## src/rtl/muldiv_pkg.sv

```systemverilog
// Shared types and constants for the EX-stage mul/div sequencer.
// The watchdog is built in only when MULDIV_WDOG_EN is defined.
package muldiv_pkg;

    typedef enum logic [1:0] {
        OP_MULT  = 2'b00,
        OP_MULTU = 2'b01,
        OP_DIV   = 2'b10,
        OP_DIVU  = 2'b11
    } op_e;

    typedef enum logic [1:0] {
        S_IDLE,
        S_MUL_WAIT,
        S_DIV_RUN,
        S_DONE
    } state_e;

    localparam logic [31:0] DIV_ZERO_LO = 32'hFFFF_FFFF;

    localparam logic Stop   = 1'b1;
    localparam logic NoStop = 1'b0;

    function automatic logic is_div(op_e op);
        return op[1];
    endfunction

    function automatic logic is_signed(op_e op);
        return ~op[0];
    endfunction

endpackage

```

## src/rtl/muldiv_lat_cnt.sv

```systemverilog
// Loadable down-counter with zero flag; used for mul latency
// and, with MULDIV_WDOG_EN, the divider watchdog.
module muldiv_lat_cnt #(
    parameter int W = 8
) (
    input  logic         clk,
    input  logic         rst,
    input  logic         load_i,
    input  logic [W-1:0] load_val_i,
    input  logic         dec_i,
    output logic         zero_o
);

    logic [W-1:0] cnt_q;

    always_ff @(posedge clk) begin
        if (rst) begin
            cnt_q <= '0;
        end else if (load_i) begin
            cnt_q <= load_val_i;
        end else if (dec_i && cnt_q != '0) begin
            cnt_q <= cnt_q - 1'b1;
        end
    end

    assign zero_o = (cnt_q == '0);

endmodule

```

## src/rtl/muldiv_seq.sv

```systemverilog
// Mul/div sequencer for EX: issues ops, stalls, holds HI/LO write.
// Optional divider watchdog enabled by MULDIV_WDOG_EN.
import muldiv_pkg::*;

module muldiv_seq #(
    parameter int MUL_LAT     = 1,
    parameter int DIV_TIMEOUT = 40
) (
    input  logic        clk,
    input  logic        rst,
    input  logic        op_valid_i,
    input  logic [1:0]  op_i,
    input  logic [31:0] src_a_i,
    input  logic [31:0] src_b_i,
    input  logic        ex_adv_i,
    input  logic        annul_i,
    output logic        stallreq_o,
    output logic        res_valid_o,
    output logic        hi_we_o,
    output logic        lo_we_o,
    output logic [31:0] hi_o,
    output logic [31:0] lo_o,
    output logic        err_o,
    output logic        mul_signed_o,
    output logic [31:0] mul_a_o,
    output logic [31:0] mul_b_o,
    input  logic [63:0] mul_result_i,
    output logic        div_start_o,
    output logic        div_signed_o,
    output logic [31:0] div_a_o,
    output logic [31:0] div_b_o,
    output logic        div_annul_o,
    input  logic [63:0] div_result_i,
    input  logic        div_ready_i
);

    localparam int CW = $clog2((DIV_TIMEOUT > 8 ? DIV_TIMEOUT : 8) + 1);

    state_e      state_q, state_d;
    op_e         op_q, op_d;
    logic [31:0] a_q, a_d, b_q, b_d;
    logic [31:0] hi_q, hi_d, lo_q, lo_d;
    logic        err_q, err_d;
    logic        dann_q, dann_d;
    logic        cnt_load, cnt_dec, cnt_zero;
    logic [CW-1:0] cnt_val;

    muldiv_lat_cnt #(.W(CW)) u_cnt (
        .clk       (clk),
        .rst       (rst),
        .load_i    (cnt_load),
        .load_val_i(cnt_val),
        .dec_i     (cnt_dec),
        .zero_o    (cnt_zero)
    );

    always_comb begin
        state_d  = state_q;
        op_d     = op_q;
        a_d      = a_q;
        b_d      = b_q;
        hi_d     = hi_q;
        lo_d     = lo_q;
        err_d    = err_q;
        dann_d   = 1'b0;
        cnt_load = 1'b0;
        cnt_dec  = 1'b0;
        cnt_val  = '0;
        if (annul_i) begin
            state_d = S_IDLE;
            err_d   = 1'b0;
            dann_d  = (state_q == S_DIV_RUN);
        end else begin
            unique case (state_q)
                S_IDLE: begin
                    if (op_valid_i) begin
                        op_d = op_e'(op_i);
                        a_d  = src_a_i;
                        b_d  = src_b_i;
                        if (!op_i[1]) begin
                            state_d  = S_MUL_WAIT;
                            cnt_load = 1'b1;
                            cnt_val  = CW'(MUL_LAT - 1);
                        end else if (src_b_i == '0) begin
                            // Divide by zero never reaches the div unit
                            state_d = S_DONE;
                            hi_d    = src_a_i;
                            lo_d    = DIV_ZERO_LO;
                        end else begin
                            state_d  = S_DIV_RUN;
`ifdef MULDIV_WDOG_EN
                            cnt_load = 1'b1;
                            cnt_val  = CW'(DIV_TIMEOUT - 1);
`endif
                        end
                    end
                end
                S_MUL_WAIT: begin
                    cnt_dec = 1'b1;
                    if (cnt_zero) begin
                        hi_d    = mul_result_i[63:32];
                        lo_d    = mul_result_i[31:0];
                        state_d = S_DONE;
                    end
                end
                S_DIV_RUN: begin
                    if (div_ready_i) begin
                        hi_d    = div_result_i[63:32];
                        lo_d    = div_result_i[31:0];
                        state_d = S_DONE;
                    end
`ifdef MULDIV_WDOG_EN
                    else begin
                        cnt_dec = 1'b1;
                        if (cnt_zero) begin
                            hi_d    = '0;
                            lo_d    = '0;
                            err_d   = 1'b1;
                            dann_d  = 1'b1;
                            state_d = S_DONE;
                        end
                    end
`endif
                end
                S_DONE: begin
                    if (ex_adv_i) begin
                        state_d = S_IDLE;
                        err_d   = 1'b0;
                    end
                end
            endcase
        end
    end

    always_ff @(posedge clk) begin
        if (rst) begin
            state_q <= S_IDLE;
            op_q    <= OP_MULT;
            a_q     <= '0;
            b_q     <= '0;
            hi_q    <= '0;
            lo_q    <= '0;
            err_q   <= 1'b0;
            dann_q  <= 1'b0;
        end else begin
            state_q <= state_d;
            op_q    <= op_d;
            a_q     <= a_d;
            b_q     <= b_d;
            hi_q    <= hi_d;
            lo_q    <= lo_d;
            err_q   <= err_d;
            dann_q  <= dann_d;
        end
    end

    assign stallreq_o = (state_q == S_IDLE) ?
                        ((op_valid_i & ~annul_i) ? Stop : NoStop) :
                        ((state_q == S_DONE) ? NoStop : Stop);

    assign res_valid_o  = (state_q == S_DONE);
    assign hi_we_o      = res_valid_o;
    assign lo_we_o      = res_valid_o;
    assign hi_o         = hi_q;
    assign lo_o         = lo_q;
`ifdef MULDIV_WDOG_EN
    assign err_o        = err_q;
`else
    assign err_o        = 1'b0;
`endif
    assign mul_signed_o = (state_q == S_MUL_WAIT) & is_signed(op_q);
    assign mul_a_o      = a_q;
    assign mul_b_o      = b_q;
    assign div_start_o  = (state_q == S_DIV_RUN);
    assign div_signed_o = (state_q == S_DIV_RUN) & is_signed(op_q);
    assign div_a_o      = a_q;
    assign div_b_o      = b_q;
    assign div_annul_o  = dann_q;

endmodule

```

## config.mk

```make
export PLATFORM = sky130hd
export DESIGN_NAME = muldiv_seq
export DESIGN_NICKNAME = d
export VERILOG_FILES = /design/src/rtl/muldiv_pkg.sv /design/src/rtl/muldiv_lat_cnt.sv /design/src/rtl/muldiv_seq.sv
export SDC_FILE = /design/constraint.sdc
export NUM_CORES = 1
export LEC_CHECK = 0
export BUFFER_PORTS_ARGS = -buffer_cell sky130_fd_sc_hd__buf_2
export CAP_MARGIN = 40
export CORE_AREA = 5 5 151 153
export CTS_BUF_LIST = sky130_fd_sc_hd__clkbuf_16
export DETAILED_ROUTE_END_ITERATION = 7
export DIE_AREA = 0 0 156 158
export SYNTH_ARGS = -nofsm -noshare
export SYNTH_HDL_FRONTEND = slang
export SYNTH_SLANG_ARGS = --single-unit
```

## constraint.sdc

```tcl
create_clock -name clk -period 5.95 [get_ports clk]
set_clock_uncertainty 0.05 [all_clocks]
set_input_delay 0 -clock clk [delete_from_list [all_inputs] [get_ports clk]]
set_output_delay 0 -clock clk [all_outputs]
set_load 0.03 [all_outputs]
```

==> results.sh, run 1 <==
export IMPL_p_sw_uw=825
export IMPL_maxCapViolCount=0
export IMPL_cts_inserted_buffers=17
export IMPL_grt_usage_pct=19.1
export IMPL_fp_dieH_um=158
export IMPL_cts_resized=0
export IMPL_grt_pass1_wl_um=37800
export IMPL_cellLeakagePower_nw=5.11
export IMPL_cts_root_buf="clkbuf_16"
export IMPL_drt_total_wl_um=25100
export IMPL_die_w_um=156
export IMPL_worstReg2RegStart="state_q[1]$_SDFFE_PP0P_"
export IMPL_fmax_mhz=362
export IMPL_worstMarginPinSlew_ps=860
export IMPL_gp_congestion=0.806
export IMPL_syn_area_mm2=0.00703
export IMPL_worstRegToRegCells=8
export IMPL_yosysWarnings=0
export IMPL_min_path_type="in -> reg"
export IMPL_hold_path_end="lo_o[13]$_SDFFE_PP0P_"
export IMPL_comb_power_share_pct=23.1
export IMPL_nets=1440
export IMPL_power_frac_clock_pct=39.4
export IMPL_vdd_ir_drop_max_v=0.000145
export IMPL_p_sw_share_pct=31.0
export IMPL_grt_start_max_net_pins=87
export IMPL_final_antenna_net_count=0
export IMPL_via_per_inst=4.79
export IMPL_grt_overflow=0
export IMPL_synth_fa_ha_area_share_pct=1.25
export IMPL_yosysTopAreaCell="dfxtp_1"
export IMPL_cp_slowest_cell="ha_2"
export IMPL_clk_pin_slew_worst_paths_ps=60
export IMPL_synth_area_leaders="dfxtp_1 (39%), buf_4 (7.3%), nand2_1 (7.2%)"
export IMPL_drc=0
export IMPL_critPathLaunchType="register"
export IMPL_p_total_mw=2.66
export IMPL_clock_latency_ps=410
export IMPL_clock_sinks=138
export IMPL_min_period_ps=2760
export IMPL_path_buf_inv=2
export IMPL_dp_hpwl_um=17500
export IMPL_path_class="reg -> reg"
export IMPL_rsz0062_at_grt="false"
export IMPL_pre_cts_ws_ps=3160
export IMPL_min_from="mul_result_i[13]"
export IMPL_arrival_ps=3010
export IMPL_ys_ff_latch=138
export IMPL_dominantRegCellSynth="dfxtp_1"
export IMPL_instances_no_fill=1525
export IMPL_initial_utilization_pct=32.8
export IMPL_fin_crit_sh_pct=46.5
export IMPL_synthCells=828
export IMPL_avgSynthCellArea_um2=8.49
export IMPL_synth_compound_area_share_pct=15.9
export IMPL_grt_pass1_vias=7235
export IMPL_yosysSeqAreaShare_pct=39.3
export IMPL_crit_family="compound AO/OA/AOI/OAI gates"
export IMPL_crit_chain="inv_1 -> ha_2 -> o31a_1 -> a2111oi_4 -> and3b_1 -> a41oi_4 -> buf_12 -> mux2_1"
export IMPL_antenna_found_initial=1
export IMPL_rrSetupSlack_ps=3190
export IMPL_path_max_fanout=47
export IMPL_synth_net_count=1035
export IMPL_slew_violations=0
export IMPL_routedWlPerCell_um=16.5
export IMPL_antenna_cells=0
export IMPL_synth_top_cell_area_share_pct=39.3
export IMPL_cts_tree="built"
export IMPL_synth_most_common_cell="dfxtp_1"
export IMPL_setup_viol=0
export IMPL_rr_endpoint="lo_o[31]$_SDFFE_PP0P_"
export IMPL_die_area_mm2=0.0246
export IMPL_worstPathRequired_ps=6200
export IMPL_synth_top_family_by_area="simple AND/OR/NAND/NOR gates"
export IMPL_p_per_area_mw_per_mm2=254
export IMPL_io_buffers=399
export IMPL_synth_edf_count=0
export IMPL_design_area_mm2=0.0104
export IMPL_core_mm2=0.0214
export IMPL_violations="hold timing"
export IMPL_cp_slowest_stage_delay_ps=460
export IMPL_setup_tns_final_ps=0
export IMPL_drt_initial_drc_count=383
export IMPL_drive_gt1_share_pct=38.1
export IMPL_synthTopCellsByCount="dfxtp_1 (138), nand2_1 (134), a21oi_1 (97)"
export IMPL_vias=7306
export IMPL_async_reset_ff_share_pct=0
export IMPL_synth_xor_xnor_area_share_pct=0.623
export IMPL_fin_util_pct=48.8
export IMPL_holdPathStages=4
export IMPL_dpl_cell_area_mm2=0.00875
export IMPL_dr_pass1_iters=5
export IMPL_cts_buffer_depth=2
export IMPL_muxShareOfSynthArea_pct=11.2
export IMPL_synthSimpleGateAreaFrac_pct=20.0
export IMPL_ios=401
export IMPL_dpl_cell_count=1382
export IMPL_p_seq_share_pct=37.4
export IMPL_worst_slack_ps=3190
export IMPL_crit_path_end_kind="register"
export IMPL_rows=54
export IMPL_max_slew_margin_rel_pct=42.7
export IMPL_post_cts_buffers=0
export IMPL_hold_slack_ps=-3.13
export IMPL_hold_viol=1
export IMPL_cts_htree_levels=4
export IMPL_status="finished with violations"
export IMPL_p_int_mw=1.83
export IMPL_syn2layout_area_growth_pct=48.6
export IMPL_synthDistinctLibCells=39
-- cell usage in the layout (no fill, tap or decap), types with 2 or more instances in the layout --
cell	count
buf_4	8
nand2_1	134
dfxtp_1	138
clkinvlp_4	2
bufinv_16	2
a22oi_1	32
dlygate4sd3_1	112
or3_1	32
xor2_1	2
o21ai_0	3
buf_16	2
clkbuf_16	17
nor2_1	45
nor2b_1	35
nor4_1	8
a21oi_1	97
xnor2_1	3
inv_1	9
ha_1	4
nand2b_1	33
inv_6	3
clkinv_4	4
nand3_1	2
mux2_1	4
mux2i_1	32
a221oi_1	32
mux2_4	28
ha_2	3
buf_2	398
nand4_1	3
-- what timing repair did --
action | 4_1_cts | 5_1_grt
endpoints found under the setup margin | 0 | 0
hold buffers | 112 | 0
endpoints found under the hold margin | 124 | 0
-- power groups by stage --
| stage | registers (mW) | logic [mW] | clock network [mW] |
|---|---|---|---|
| floorplan | 1.10 | 0.296 | 0 |
| detailed placement | 1.01 | 0.559 | 0 |
| global placement | 1.01 | 0.551 | 0 |
| global route | 1.00 | 0.661 | 1.12 |
| CTS | 0.995 | 0.619 | 1.08 |
| finish | 0.995 | 0.615 | 1.05 |
-- kinds of logic (layout without fill, tap and decap cells) --
| group | Yosys count | in the layout |
|---|---|---|
| other cells | 1 | 1 |
| xor+xnor | 5 | 5 |
| mux | 64 | 64 |
| simple gates | 297 | 297 |
| fa+ha+maj | 7 | 7 |
| flops | 138 | 138 |
| compound gates | 173 | 173 |
| buf+inv | 143 | 560 |
-- cell type report --
type                    count  area (um2)
clock buffers              17         425
clock inverters            14         149
fillers                  2056       11000
inverters                   8        30.0
multi-input cells         547        3480
flip-flops and latches    138        2760
well taps                 280         350
repair buffers            521        3250
-- registers in the layout, summed over array words and instances (netlist names) --
| register | cells |
|---|---|
| div_a_o | 32 |
| div_b_o | 32 |
| state_q | 2 |
| hi_o | 32 |
| u_cnt.cnt_q | 6 |
| lo_o | 32 |
| div_annul_o | 1 |
| op_q | 1 |
-- layer usage --
metal  part of all wire, %  vias to the layer above  track usage [%]
li1                      -                     3596                -
met1                    40                     3356             22.4
met2                    50                      309             33.8
met3                   7.4                       43             4.21
met4                   2.7                        2             7.96
met5                 0.028                        -                0
-- how the worst max path moves through the flow --
stage                             from                    end  depth (start not counted)
2_1_floorplan  state_q[0]$_SDFFE_PP0P_  lo_o[10]$_SDFFE_PP0P_                          9
3_3_place_gp   state_q[1]$_SDFFE_PP0P_  lo_o[31]$_SDFFE_PP0P_                          8
3_5_place_dp   state_q[1]$_SDFFE_PP0P_  lo_o[31]$_SDFFE_PP0P_                          8
4_1_cts        state_q[1]$_SDFFE_PP0P_  lo_o[31]$_SDFFE_PP0P_                          8
5_1_grt        state_q[1]$_SDFFE_PP0P_  lo_o[31]$_SDFFE_PP0P_                          8
6_report       state_q[1]$_SDFFE_PP0P_  lo_o[31]$_SDFFE_PP0P_                          8
-- worst min-delay path: cells and delay by family --
family | cells | cell delay (ps)
buffers and inverters | 1 | 80
muxes | 1 | 150
AOI/OAI and AO/OA | 2 | 210
No activity file was read; power rests on OpenSTA's default activity.
==> inputs of run 2 (changes only) <==
--- a/config.mk
+++ b/config.mk
@@ -11,6 +11,7 @@
 export CTS_BUF_LIST = sky130_fd_sc_hd__clkbuf_16
 export DETAILED_ROUTE_END_ITERATION = 7
 export DIE_AREA = 0 0 156 158
+export PLACE_DENSITY = 0.66
 export SYNTH_ARGS = -nofsm -noshare
 export SYNTH_HDL_FRONTEND = slang
 export SYNTH_SLANG_ARGS = --single-unit
==> constraint.sdc (replaced) <==
create_clock -name clk -period 2.45 [get_ports clk]
set_clock_uncertainty 0.05 [all_clocks]
set_input_delay 0 -clock clk [delete_from_list [all_inputs] [get_ports clk]]
set_output_delay 0 -clock clk [all_outputs]
set_load 0.03 [all_outputs]
==> results.sh, run 2 (synthesis gave the netlist of run 1 again) <==
export IMPL_drt_total_wl_um=26100
export IMPL_antenna_found_initial=1
export IMPL_drive_gt1_share_pct=38.7
export IMPL_cts_htree_levels=4
export IMPL_dp_hpwl_um=17500
export IMPL_final_cell_mix="buf_2 (398), dfxtp_1 (137), nand2_1 (134)"
export IMPL_min_period_ps=2300
export IMPL_crit_path_end_kind="register"
export IMPL_setup_viol=0
export IMPL_cellLeakagePower_nw=5.23
export IMPL_instances_no_fill=1531
export IMPL_io_buffers=399
export IMPL_core_mm2=0.0214
export IMPL_worstMarginPinSlew_ps=783
export IMPL_rrSetupSlack_ps=150
export IMPL_setup_tns_final_ps=0
export IMPL_slew_violations=0
export IMPL_grt_overflow=0
export IMPL_critPathLaunchType="register"
export IMPL_fp_dieH_um=158
export IMPL_worstRegToRegCells=9
export IMPL_status="complete, no violations"
export IMPL_rows=54
export IMPL_rsz0062_at_grt="false"
export IMPL_dpl_cell_count=1386
export IMPL_min_path_type="in -> reg"
export IMPL_design_area_mm2=0.0106
export IMPL_cts_buffer_depth=2
export IMPL_final_common_cell="buf_2"
export IMPL_grt_usage_pct=19.6
export IMPL_die_w_um=156
export IMPL_worstPathRequired_ps=2690
export IMPL_drc=0
export IMPL_initial_utilization_pct=32.8
export IMPL_syn2layout_area_growth_pct=50.7
export IMPL_path_max_fanout=14
export IMPL_fin_util_pct=49.5
export IMPL_p_total_mw=6.64
export IMPL_cts_inserted_buffers=17
export IMPL_ios=401
export IMPL_final_antenna_net_count=0
export IMPL_grt_pass1_vias=7410
export IMPL_p_per_area_mw_per_mm2=627
export IMPL_crit_chain="inv_1 -> ha_2 -> nor2b_2 -> a2111oi_4 -> and3b_1 -> a41oi_4 -> buf_12 -> buf_8 -> mux2_4"
export IMPL_path_class="reg -> reg"
export IMPL_gp_congestion=0.833
export IMPL_fillCellCount=2012
export IMPL_holdPathStages=4
export IMPL_arrival_ps=2540
export IMPL_cp_slowest_stage_delay_ps=360
export IMPL_grt_pass1_wl_um=38600
export IMPL_clk_pin_slew_worst_paths_ps=60
export IMPL_crit_start="state_q[0]$_SDFFE_PP0P_"
export IMPL_cp_slowest_cell="dfxtp_2"
export IMPL_grt_start_max_net_pins=104
export IMPL_die_area_mm2=0.0246
export IMPL_clock_latency_ps=410
export IMPL_cts_tree="built"
export IMPL_rr_endpoint="lo_o[25]$_SDFFE_PP0P_"
export IMPL_dr_pass1_iters=5
export IMPL_worstReg2RegStart="state_q[0]$_SDFFE_PP0P_"
export IMPL_crit_path_end="lo_o[25]$_SDFFE_PP0P_"
export IMPL_cts_root_buf="clkbuf_16"
export IMPL_nets=1446
export IMPL_routedWlPerCell_um=17.0
export IMPL_clock_sinks=138
export IMPL_dpl_cell_area_mm2=0.00880
export IMPL_fin_crit_sh_pct=93.9
export IMPL_hold_viol=0
export IMPL_vias=7447
export IMPL_vdd_ir_drop_max_v=0.000373
export IMPL_drt_initial_drc_count=433
export IMPL_max_slew_margin_rel_pct=47.8
export IMPL_maxCapViolCount=0
export IMPL_fmax_mhz=435
export IMPL_via_per_inst=4.86
-- run 2: cell count changes in the layout (fill, tap and decap cells not counted), sizes merged --
cell and change:
dlygate4sd3 -2, clkinv -2, buf +7, clkinvlp +1, bufinv +2, inv -2, clkbuf +1, diode +1
-- run 2: area by class of cell --
cell class                      count  area (um2)  area share, %
Clock inverter                     13         181           1.71
Inverter                            8        30.0          0.284
Timing Repair Buffer              527        3350           31.6
Sequential cell                   138        2760           26.1
Clock buffer                       17         425           4.02
Antenna cell                        1        2.50         0.0236
Multi-Input combinational cell    547        3490           33.0
Tap cell                          280         350           3.31
-- run 2: timing repair --
action	CTS	global route
hold endpoints to repair	122	0
resized for setup	0	7
setup buffers	0	1
setup endpoints to repair	0	24
hold buffers	110	0
-- run 2: stage by stage --
stage | setup slack (ps) | hold slack, ps
3_5_place_dp | 82.7 | 209
5_1_grt | 45.3 | 9.19
4_1_cts | 55.0 | 0.820
6_report | 150 | 13.3
3_3_place_gp | 126 | 202
2_1_floorplan | 166 | 39.7
-- run 2: how the worst min path moves through the flow --
stage / startpoint / to
6_report: div_result_i[25] / lo_o[25]$_SDFFE_PP0P_
2_1_floorplan: annul_i / state_q[1]$_SDFFE_PP0P_
3_3_place_gp: src_a_i[1] / div_a_o[1]$_SDFFE_PP0P_
4_1_cts: mul_result_i[23] / lo_o[23]$_SDFFE_PP0P_
5_1_grt: mul_result_i[23] / lo_o[23]$_SDFFE_PP0P_
3_5_place_dp: src_a_i[24] / div_a_o[24]$_SDFFE_PP0P_
-- run 2: critical path, delay by kind of cell (launching register included) --
family,cells,cell delay [ps]
buffers and inverters,3,450
and+or+nand+nor,2,420
AOI/OAI and AO/OA,2,390
DFF,1,360
muxes,1,300
adders and majority gates,1,210
-- run 2: per-layer routing --
metal / GRT usage (%) / vias to the layer above / wire length [um]
li1: - / 3601 / -
met1: 21.7 / 3426 / 10200
met2: 35.0 / 362 / 12900
met3: 5.36 / 58 / 2110
met4: 8.75 / 0 / 892
met5: 0 / - / 0
-- run 2: power by group --
part	total [mW]	internal, mW	switching, mW
Sequential	2.42	2.35	0.0678
Combinational	1.52	0.618	0.906
Clock	2.70	1.69	1.01
